`src/rtl/encoder_spi_pkg.sv`:
```
// -----------------------------------------------------------------------------
// encoder_spi_pkg
// Shared definitions for the multi-channel absolute-encoder SPI poller:
//   - state_e      : poller FSM states (IDLE, SETUP, SHIFT, GAP)
//   - FRAME_CNT_W  : width of the completed-frame counter
//   - frame_parity : XOR parity of a frame (zero-extended to 32 bits)
// Optional feature macro used by the poller: ENC_SPI_PARITY_EN
// -----------------------------------------------------------------------------
package encoder_spi_pkg;

    typedef enum logic [1:0] {
        IDLE  = 2'd0,
        SETUP = 2'd1,
        SHIFT = 2'd2,
        GAP   = 2'd3
    } state_e;

    localparam int FRAME_CNT_W  = 16;

    // Widest frame the poller supports; narrower frames are zero-extended,
    // which leaves the XOR parity unchanged.
    localparam int PARITY_MAX_W = 32;

    // Returns 1 when the frame holds an odd number of ones. A frame whose
    // bit 0 is a correct even-parity bit therefore returns 0.
    function automatic logic frame_parity(input logic [PARITY_MAX_W-1:0] frame);
        return ^frame;
    endfunction

endpackage

```
`src/rtl/encoder_spi_shift.sv`:
```
// -----------------------------------------------------------------------------
// encoder_spi_shift
// Per-channel receive slice of the encoder poller: serial shift register,
// raw-frame and position capture registers, and the optional parity flag.
// Configuration: ENC_SPI_PARITY_EN enables the parity flag (otherwise 0).
// Ports:
//   sck        in   block clock
//   rst_n      in   asynchronous active-low reset
//   miso       in   serial data from this channel's encoder
//   shift_en   in   shift miso into the shift register this cycle
//   capture    in   last bit of the frame: load frame/pos/parity this cycle
//   frame_val  out  last complete raw frame (FRAME_W bits)
//   pos_val    out  frame_val[POS_LSB +: POS_W]
//   parity_err out  odd parity of the last frame (parity build only)
// -----------------------------------------------------------------------------
module encoder_spi_shift
    import encoder_spi_pkg::*;
#(
    parameter int FRAME_W = 24,
    parameter int POS_LSB = 3,
    parameter int POS_W   = 19
) (
    input  logic               sck,
    input  logic               rst_n,
    input  logic               miso,
    input  logic               shift_en,
    input  logic               capture,
    output logic [FRAME_W-1:0] frame_val,
    output logic [POS_W-1:0]   pos_val,
    output logic               parity_err
);

    // Only FRAME_W-1 bits need storing: the final bit is taken straight from
    // miso on the capture cycle.
    logic [FRAME_W-2:0] shreg_r;
    logic [FRAME_W-1:0] frame_s;
    logic [FRAME_W-1:0] frame_r;
    logic [POS_W-1:0]   pos_r;

    // First bit received ends up as the MSB of the frame.
    assign frame_s = {shreg_r, miso};

    // Serial shift register, filled from the LSB end.
    always_ff @(posedge sck or negedge rst_n) begin
        if (!rst_n) begin
            shreg_r <= '0;
        end else if (shift_en) begin
            shreg_r <= frame_s[FRAME_W-2:0];
        end else begin
            shreg_r <= shreg_r;
        end
    end

    // Capture registers: change only on the capture cycle, so they never
    // move without the shared data_valid pulse.
    always_ff @(posedge sck or negedge rst_n) begin
        if (!rst_n) begin
            frame_r <= '0;
            pos_r   <= '0;
        end else if (capture) begin
            frame_r <= frame_s;
            pos_r   <= frame_s[POS_LSB +: POS_W];
        end else begin
            frame_r <= frame_r;
            pos_r   <= pos_r;
        end
    end

`ifdef ENC_SPI_PARITY_EN
    // Parity flag, updated together with the frame; POS_LSB must be >= 1 so
    // the parity bit is not part of the position field.
    logic parity_r;

    // Parity flag register.
    always_ff @(posedge sck or negedge rst_n) begin
        if (!rst_n) begin
            parity_r <= 1'b0;
        end else if (capture) begin
            parity_r <= frame_parity(PARITY_MAX_W'(frame_s));
        end else begin
            parity_r <= parity_r;
        end
    end

    assign parity_err = parity_r;
`else
    assign parity_err = 1'b0;
`endif

    assign frame_val = frame_r;
    assign pos_val   = pos_r;

endmodule

```
`src/rtl/encoder_spi_poller.sv`:
```
// -----------------------------------------------------------------------------
// encoder_spi_poller
// Free-running SPI reader for NUM_CH absolute rotary encoders sharing one SCK.
// Each frame: one SETUP cycle (cs_n low, encoder output setup), FRAME_W SHIFT
// cycles sampling miso MSB first, then GAP_CYCLES cycles with cs_n high.
// Configuration: define ENC_SPI_PARITY_EN to treat frame bit 0 as an
// even-parity bit and report per-channel parity_err; otherwise parity_err=0.
// Ports:
//   sck        in   block clock, also forwarded to the encoders
//   rst_n      in   asynchronous active-low reset
//   enable     in   start/continue polling (sampled in IDLE and at GAP end)
//   miso       in   per-channel serial data (bit i = channel i)
//   cs_n       out  per-channel chip selects, all driven identically
//   frame_val  out  last raw frame per channel, channel i at [i*FRAME_W +: FRAME_W]
//   pos_val    out  position field per channel, channel i at [i*POS_W +: POS_W]
//   data_valid out  one-cycle pulse when frame_val/pos_val update
//   busy       out  high in every state except IDLE
//   frame_cnt  out  completed-frame count, wraps 0xFFFF -> 0
//   parity_err out  per-channel parity error of the last frame
// -----------------------------------------------------------------------------
module encoder_spi_poller
    import encoder_spi_pkg::*;
#(
    parameter int NUM_CH     = 1,
    parameter int FRAME_W    = 24,
    parameter int POS_LSB    = 3,
    parameter int POS_W      = 19,
    parameter int GAP_CYCLES = 16
) (
    input  logic                      sck,
    input  logic                      rst_n,
    input  logic                      enable,
    input  logic [NUM_CH-1:0]         miso,
    output logic [NUM_CH-1:0]         cs_n,
    output logic [NUM_CH*FRAME_W-1:0] frame_val,
    output logic [NUM_CH*POS_W-1:0]   pos_val,
    output logic                      data_valid,
    output logic                      busy,
    output logic [FRAME_CNT_W-1:0]    frame_cnt,
    output logic [NUM_CH-1:0]         parity_err
);

    localparam int BIT_W = $clog2(FRAME_W);
    localparam int GAP_W = $clog2(GAP_CYCLES + 1);

    // Terminal counts: both counters stop at these values, so neither wraps
    // inside its state.
    localparam logic [BIT_W-1:0] BIT_LAST = BIT_W'(FRAME_W - 1);
    localparam logic [GAP_W-1:0] GAP_LAST = GAP_W'(GAP_CYCLES - 1);

    state_e                 state_r;
    state_e                 next_state_s;
    logic                   shift_en_s;
    logic                   capture_s;
    logic                   cs_low_s;
    logic [BIT_W-1:0]       bit_cnt_r;
    logic [GAP_W-1:0]       gap_cnt_r;
    logic [FRAME_CNT_W-1:0] frame_cnt_r;
    logic [NUM_CH-1:0]      cs_n_r;
    logic                   data_valid_r;
    logic                   busy_r;

    // FSM state register.
    always_ff @(posedge sck or negedge rst_n) begin
        if (!rst_n) begin
            state_r <= IDLE;
        end else begin
            state_r <= next_state_s;
        end
    end

    // FSM next-state and per-cycle control strobes.
    always_comb begin
        next_state_s = state_r;
        shift_en_s   = 1'b0;
        capture_s    = 1'b0;
        case (state_r)
            IDLE: begin
                if (enable) begin
                    next_state_s = SETUP;
                end else begin
                    next_state_s = IDLE;
                end
            end
            SETUP: begin
                next_state_s = SHIFT;
            end
            SHIFT: begin
                shift_en_s = 1'b1;
                if (bit_cnt_r == BIT_LAST) begin
                    capture_s    = 1'b1;
                    next_state_s = GAP;
                end else begin
                    next_state_s = SHIFT;
                end
            end
            GAP: begin
                if (gap_cnt_r == GAP_LAST) begin
                    if (enable) begin
                        next_state_s = SETUP;
                    end else begin
                        next_state_s = IDLE;
                    end
                end else begin
                    next_state_s = GAP;
                end
            end
            default: begin
                next_state_s = IDLE;
            end
        endcase
        // Chip select is asserted for exactly the SETUP and SHIFT states.
        cs_low_s = (next_state_s == SETUP) || (next_state_s == SHIFT);
    end

    // Bit counter: cleared in SETUP, advances through SHIFT, stops at the last bit.
    always_ff @(posedge sck or negedge rst_n) begin
        if (!rst_n) begin
            bit_cnt_r <= '0;
        end else if (state_r == SETUP) begin
            bit_cnt_r <= '0;
        end else if (shift_en_s && !capture_s) begin
            bit_cnt_r <= bit_cnt_r + BIT_W'(1);
        end else begin
            bit_cnt_r <= bit_cnt_r;
        end
    end

    // Gap counter: cleared when the frame completes, stops at its terminal count.
    always_ff @(posedge sck or negedge rst_n) begin
        if (!rst_n) begin
            gap_cnt_r <= '0;
        end else if (capture_s) begin
            gap_cnt_r <= '0;
        end else if ((state_r == GAP) && (gap_cnt_r != GAP_LAST)) begin
            gap_cnt_r <= gap_cnt_r + GAP_W'(1);
        end else begin
            gap_cnt_r <= gap_cnt_r;
        end
    end

    // Registered outputs: chip selects, busy, data_valid pulse and frame counter.
    always_ff @(posedge sck or negedge rst_n) begin
        if (!rst_n) begin
            cs_n_r       <= {NUM_CH{1'b1}};
            busy_r       <= 1'b0;
            data_valid_r <= 1'b0;
            frame_cnt_r  <= '0;
        end else begin
            cs_n_r       <= cs_low_s ? {NUM_CH{1'b0}} : {NUM_CH{1'b1}};
            busy_r       <= (next_state_s != IDLE);
            data_valid_r <= capture_s;
            if (capture_s) begin
                frame_cnt_r <= frame_cnt_r + FRAME_CNT_W'(1);
            end else begin
                frame_cnt_r <= frame_cnt_r;
            end
        end
    end

    // One receive slice per encoder channel, all driven by the shared strobes.
    for (genvar ch = 0; ch < NUM_CH; ch++) begin : g_ch
        encoder_spi_shift #(
            .FRAME_W (FRAME_W),
            .POS_LSB (POS_LSB),
            .POS_W   (POS_W)
        ) u_shift (
            .sck        (sck),
            .rst_n      (rst_n),
            .miso       (miso[ch]),
            .shift_en   (shift_en_s),
            .capture    (capture_s),
            .frame_val  (frame_val[ch*FRAME_W +: FRAME_W]),
            .pos_val    (pos_val[ch*POS_W +: POS_W]),
            .parity_err (parity_err[ch])
        );
    end

    assign cs_n       = cs_n_r;
    assign busy       = busy_r;
    assign data_valid = data_valid_r;
    assign frame_cnt  = frame_cnt_r;

endmodule

```
`config.mk`:
```
export PLATFORM = sky130hd
export DESIGN_NAME = encoder_spi_poller
export DESIGN_NICKNAME = d
export VERILOG_FILES = /design/src/rtl/encoder_spi_pkg.sv /design/src/rtl/encoder_spi_shift.sv /design/src/rtl/encoder_spi_poller.sv
export SDC_FILE = /design/constraint.sdc
export NUM_CORES = 1
export LEC_CHECK = 0
export CORE_MARGIN = 5
export CORE_UTILIZATION = 62
export CTS_CLUSTER_DIAMETER = 30
export DETAILED_ROUTE_END_ITERATION = 10
export DONT_BUFFER_PORTS = 1
export PLACE_DENSITY = 0.86
export SLEW_MARGIN = 25
export SYNTH_ARGS = -nofsm -noshare
export SYNTH_HDL_FRONTEND = slang
export SYNTH_HIERARCHICAL = 1
export SYNTH_SLANG_ARGS = --single-unit
```
`constraint.sdc`:
```
create_clock -name sck -period 2.2 [get_ports sck]
set_clock_uncertainty 0.15 [all_clocks]
set_input_delay 0.33 -clock sck [delete_from_list [all_inputs] [get_ports sck]]
set_output_delay 0.33 -clock sck [all_outputs]
set_load 0.1 [all_outputs]
```
==> impl_metrics.env, run 1 <==
export IMPL_status="finished, violations left"
export IMPL_violations="negative hold slack"
export IMPL_finalHoldViolCount=78
export IMPL_antenna_found_initial=0
export IMPL_drtAntennaViolNets=0
export IMPL_synth_ff_latch_count=78
export IMPL_synthTopCellsByArea="dfrtp_1, mux2_2, mux2_4, buf_4, xor2_1"
export IMPL_place_ws_ns=0.177
export IMPL_cts_made_buffers=9
export IMPL_die_width_um=85.9
export IMPL_fin_util_pct=73.5
export IMPL_finalMaxSlewViolations=0
export IMPL_first_pass_iters=5
export IMPL_ys_seq_area_share_pct=54.7
export IMPL_critical_path_class="flip-flop to flip-flop"
export IMPL_synth_edff_count=0
export IMPL_synth_commonest_cells="dfrtp_1, mux2_2, buf_4, mux2_4, nand2_1"
export IMPL_wirelength_um=6300
export IMPL_yosys_warnings=6
export IMPL_n_antenna_cell=0
export IMPL_maxCapViolations=0
export IMPL_nets=300
export IMPL_synth_distinct_cells=40
export IMPL_grt_usage_pct=18.4
export IMPL_tightest_slew_ns=0.938
export IMPL_hp_class="input port to asynchronous set/reset pin"
export IMPL_grt_pass1_wl_um=10500
export IMPL_syn_area_sq_um=3570
export IMPL_die_area_sq_um=7380
export IMPL_ys_async_sr_fraction_pct=100
export IMPL_avgSynthCellArea_sq_um=13.6
export IMPL_synth_most_common_cell="dfrtp_1"
export IMPL_gr_total_overflow=0
export IMPL_hold_ws_ns=-0.476
export IMPL_htree_levels=3
export IMPL_rsz0062_at_grt="no"
export IMPL_initial_core_util_pct=64.4
export IMPL_crit_path_end_kind="flip-flop"
export IMPL_finalSetupViolCount=0
export IMPL_hold_buffers=2
export IMPL_num_rows=27
export IMPL_wl_per_cell_um=17.1
export IMPL_fin_crit_ns=2.05
export IMPL_period_share_pct=93.0
export IMPL_grt_pass1_vias=2167
export IMPL_drtIter0Drc=81
export IMPL_grt_max_degree=79
export IMPL_startpoint_type="flip-flop"
export IMPL_io_pins=67
export IMPL_path_max_fanout=6
export IMPL_cts_tree="done"
export IMPL_core_sq_um=5540
export IMPL_synth_flop_cell="dfrtp_1"
export IMPL_syn_num_nets=272
export IMPL_drcViolationCount=0
export IMPL_root_buffer="clkbuf_8"
export IMPL_syn_to_final_growth_pct=14.1
export IMPL_slew_limit_headroom_pct=37.5
export IMPL_worst_slack_ns=0.154
export IMPL_rr_worst_depth=7
export IMPL_dp_hpwl_um=4310
export IMPL_cts_max_path_buffers=2
export IMPL_drive_above_1_share_pct=47.6
export IMPL_yosys_area_top_type="dfrtp_1"
export IMPL_dr_total_vias=2060
export IMPL_clock_fmax_mhz=489
export IMPL_syn_inst=263
export IMPL_arrival_ns=2.12
export IMPL_gp_congestion=0.765
export IMPL_path_clk_slew_ns=0.08
export IMPL_vias_per_cell=5.60
export IMPL_clock_sinks=78
export IMPL_crit_start="gap_cnt_r[0]"
export IMPL_clock_latency_ns=0.34
export IMPL_setup_tns_ns=0
export IMPL_port_buffers=0
export IMPL_r2r_start="gap_cnt_r[0]"
export IMPL_synth_top_area_share_pct=54.0
export IMPL_worstPathRequired_ns=2.28
export IMPL_fp_dieH_um=85.9
routing by layer:
layer / vias up / global-route usage (%) / routed length [um]
li1: 942 / - / -
met1: 1050 / 22.9 / 2620
met2: 56 / 28.7 / 3080
met3: 12 / 6.05 / 468
met4: 0 / 9.21 / 134
met5: - / 0 / 0
per-stage QoR:
step / area [sq um] / cells
after detailed placement: 3870 / 350
after floorplan: 3570 / 263
final: 4070 / 368
after global routing: 4070 / 368
after global placement: 3870 / 350
after CTS: 4070 / 368
timing repair:
action                     in CTS  in global routing
buffers inserted                0                  0
setup endpoints to repair       0                  1
resized for setup               0                  1
hold endpoints to repair       81                 78
cell usage in the layout (no fill, tap or decap), types with 2 or more instances in the layout:
cell type      instances
dfrtp_1               58
buf_4                 36
mux2_2                27
mux2_4                20
dfrtp_2               19
nand2_1               14
xor2_1                11
clkbuf_8              11
inv_1                  8
buf_12                 8
a21oi_1                7
xnor2_1                7
o21ai_0                6
nor2_1                 6
and3_1                 5
nand3_1                5
nor3_1                 5
nor3_2                 5
ha_1                   5
nand4_1                4
a21o_1                 2
nor4_4                 2
clkinvlp_4             2
clkinv_2               2
dlygate4sd3_1          2
path summary, 6_finish.rpt:
kind | end | slack, ns
max in group asynchronous | cs_n | 2.20
hold reg to reg | frame_cnt[15] | 0.32
hold / removal | g_ch[0].u_shift/pos_val[6] | -0.48
setup / recovery | gap_cnt_r[3] | 0.15
min in group sck | cs_n | 0.15
setup reg to reg | gap_cnt_r[3] | 0.15
logic make-up after synthesis:
family	count (synthesis)	share of synthesized area [%]
AND/OR/NAND/NOR	56	10.8
buffers and inverters	38	7.85
flip-flops	78	54.7
AO/OA/AOI/OAI	19	3.15
other	1	0.105
adder cells (fa/ha/maj)	5	1.75
multiplexers	48	17.2
XOR/XNOR	18	4.42
worst max-delay path, stage by stage, from the launching register on:
cell and delay [ns]:
dfrtp_1 0.41, ha_1 0.22, and3_1 0.18, ha_1 0.23, and3b_1 0.37, nand4_1 0.15
xor2_1 0.16, nor2_1 0.06
layout make-up:
type	count	area, sq um
flip-flops and latches	78	1980
fillers	365	1470
multi-input cells	147	1340
repair buffers	46	450
clock buffers	11	151
well taps	72	90.1
clock inverters	5	33.8
inverters	9	33.8
sequential cells by signal (all words and copies together) (netlist names):
name	count
data_valid	1
state_r	2
g_ch.u_shift/shreg_r	23
bit_cnt_r	5
frame_cnt	16
g_ch.u_shift/pos_val	18
cs_n	1
gap_cnt_r	5
g_ch.u_shift/frame_val	6
busy	1
Power of run 1 is left out: the tool's default activity adds up to more than one toggle a clock period on the data nets, which glitch-free logic cannot reach.
==> run 2, diff against run 1 <==
--- a/config.mk
+++ b/config.mk
@@ -5,12 +5,12 @@
 export SDC_FILE = /design/constraint.sdc
 export NUM_CORES = 1
 export LEC_CHECK = 0
+export BUFFER_PORTS_ARGS = -buffer_cell sky130_fd_sc_hd__buf_2
 export CORE_MARGIN = 5
-export CORE_UTILIZATION = 62
+export CORE_UTILIZATION = 38
 export CTS_CLUSTER_DIAMETER = 30
 export DETAILED_ROUTE_END_ITERATION = 10
-export DONT_BUFFER_PORTS = 1
-export PLACE_DENSITY = 0.86
+export PLACE_DENSITY = 0.66
 export SLEW_MARGIN = 25
 export SYNTH_ARGS = -nofsm -noshare
 export SYNTH_HDL_FRONTEND = slang
==> run 2 against run 1 <==
Compared with the run above:
- the run now ends clean
- final cell count rose by 18%
- hold slack improved by 0.55 ns
- via count rose by 0.97%
- count of clock-buffer cells in the layout did not move
- critical path type unchanged
- critical path depth fell by 1
- highest routed layer unchanged
- worst setup slack improved by 0.014 ns
- global-route usage fell by 7.6 points
==> impl_metrics.env, run 2 (synthesis results as in run 1) <==
export IMPL_fin_crit_ns=2.03
export IMPL_wirelength_um=5910
export IMPL_root_buffer="clkbuf_8"
export IMPL_fill_cells=843
export IMPL_core_sq_um=9200
export IMPL_cpPeakStageDelay_ns=0.42
export IMPL_setup_tns_ns=0
export IMPL_antenna_found_initial=0
export IMPL_wl_per_cell_um=13.6
export IMPL_drtAntennaViolNets=0
export IMPL_slowest_stage="dfrtp_1"
export IMPL_finalSetupViolCount=0
export IMPL_arrival_ns=2.12
export IMPL_die_area_sq_um=11400
export IMPL_gp_congestion=0.748
export IMPL_nets=327
export IMPL_multi_input_area_sq_um=1340
export IMPL_initial_core_util_pct=38.8
export IMPL_drive_above_1_share_pct=45.8
export IMPL_clock_fmax_mhz=492
export IMPL_path_max_fanout=16
export IMPL_drcViolationCount=0
export IMPL_finalHoldViolCount=0
export IMPL_cts_made_buffers=9
export IMPL_cts_max_path_buffers=2
export IMPL_die_width_um=107
export IMPL_mostFrequentLayoutCells="dfrtp_1, buf_2, mux2_2"
export IMPL_finalMaxSlewViolations=0
export IMPL_gr_total_overflow=0
export IMPL_grt_max_degree=60
export IMPL_cts_tree="done"
export IMPL_largest_register="g_ch.u_shift/shreg_r"
export IMPL_syn_to_final_growth_pct=14.9
export IMPL_final_common_cell="dfrtp_1"
export IMPL_post_cts_setup_buffers=0
export IMPL_clock_sinks=78
export IMPL_grt_pass1_wl_um=9800
export IMPL_io_pins=67
export IMPL_stdcell_count=434
export IMPL_first_pass_iters=4
export IMPL_dp_hpwl_um=4110
export IMPL_grt_pass1_vias=1994
export IMPL_worstPathCellList="ha_1 > and4b_1 > nand2_8 > inv_2 > buf_4 > mux2_2"
export IMPL_worstPathRequired_ns=2.29
export IMPL_port_buffers=65
export IMPL_drtIter0Drc=106
export IMPL_startpoint_type="flip-flop"
export IMPL_worst_slack_ns=0.168
export IMPL_crit_path_end_kind="flip-flop"
export IMPL_period_share_pct=92.4
export IMPL_place_ws_ns=0.157
export IMPL_regArea_sq_um=1950
export IMPL_clock_latency_ns=0.34
export IMPL_fp_dieH_um=107
export IMPL_grt_usage_pct=10.8
export IMPL_rsz0062_at_grt="no"
export IMPL_num_rows=35
export IMPL_dpl_cell_count=417
export IMPL_dr_total_vias=2080
export IMPL_htree_levels=3
export IMPL_largest_register_ffs=23
export IMPL_maxCapViolations=0
export IMPL_status="finished clean"
export IMPL_hp_class="input port to flip-flop"
export IMPL_critical_path_class="flip-flop to flip-flop"
export IMPL_n_antenna_cell=0
export IMPL_vias_per_cell=4.79
export IMPL_path_clk_slew_ns=0.08
[run 2: cell count changes in the layout (fill, tap and decap cells not counted), sizes merged]
cell,delta
clkinvlp,-2
bufinv,+2
dlygate4sd3,-1
buf,+28
[run 2: path summary, 6_finish.rpt]
check	to	slack [ns]	start	depth (start not counted)
max	g_ch[0].u_shift/frame_val[1]	0.17	bit_cnt_r[0]	6
min	g_ch[0].u_shift/frame_val[0]	0.08	miso	2
max reg2reg	g_ch[0].u_shift/frame_val[1]	0.17	bit_cnt_r[0]	6
min reg2reg	frame_cnt[15]	0.33	frame_cnt[15]	1
max in group asynchronous	cs_n	1.03	rst_n	3
min in group asynchronous	g_ch[0].u_shift/pos_val[5]	0.24	rst_n	2
[run 2: layout make-up]
cell class / count / area share [%]
Clock buffer: 11 / 3.45
Inverter: 9 / 0.824
Multi-Input combinational cell: 147 / 32.6
Sequential cell: 78 / 47.6
Tap cell: 111 / 3.39
Timing Repair Buffer: 73 / 10.1
Clock inverter: 5 / 2.01
[run 2: what timing repair did]
action,in CTS,in global routing
hold buffers,1,0
endpoints found under the hold margin,19,0
resized for setup,0,0
[run 2: stage by stage]
| step | utilization [%] | hold WS [ns] | instance area (sq um) |
|---|---|---|---|
| 5_1_grt | 44.6 | 0.0876 | 4100 |
| 3_5_place_dp | 42.1 | 0.0755 | 3870 |
| 4_1_cts | 44.6 | 0.0694 | 4100 |
| 6_report | 44.6 | 0.0777 | 4100 |
| 2_1_floorplan | - | -0.116 | 3570 |
| 3_3_place_gp | 42.1 | 0.0737 | 3870 |
[run 2: layer usage]
layer  vias up  wire length, um  GRT usage [%]
met1      1011             2810           14.7
met2        57             2670           16.3
met3        10              333           2.47
li1       1002                -              -
met4         0               92           4.93
met5         -                0              0
[run 2: worst max-delay path: cells and delay by family, from the launching register on]
family        cells  cell delay [ns]
fa+ha+maj         1             0.25
buf+inv           2             0.31
flops             1             0.42
mux               1             0.36
simple gates      2             0.43
Power of run 2 is left out for the same reason.
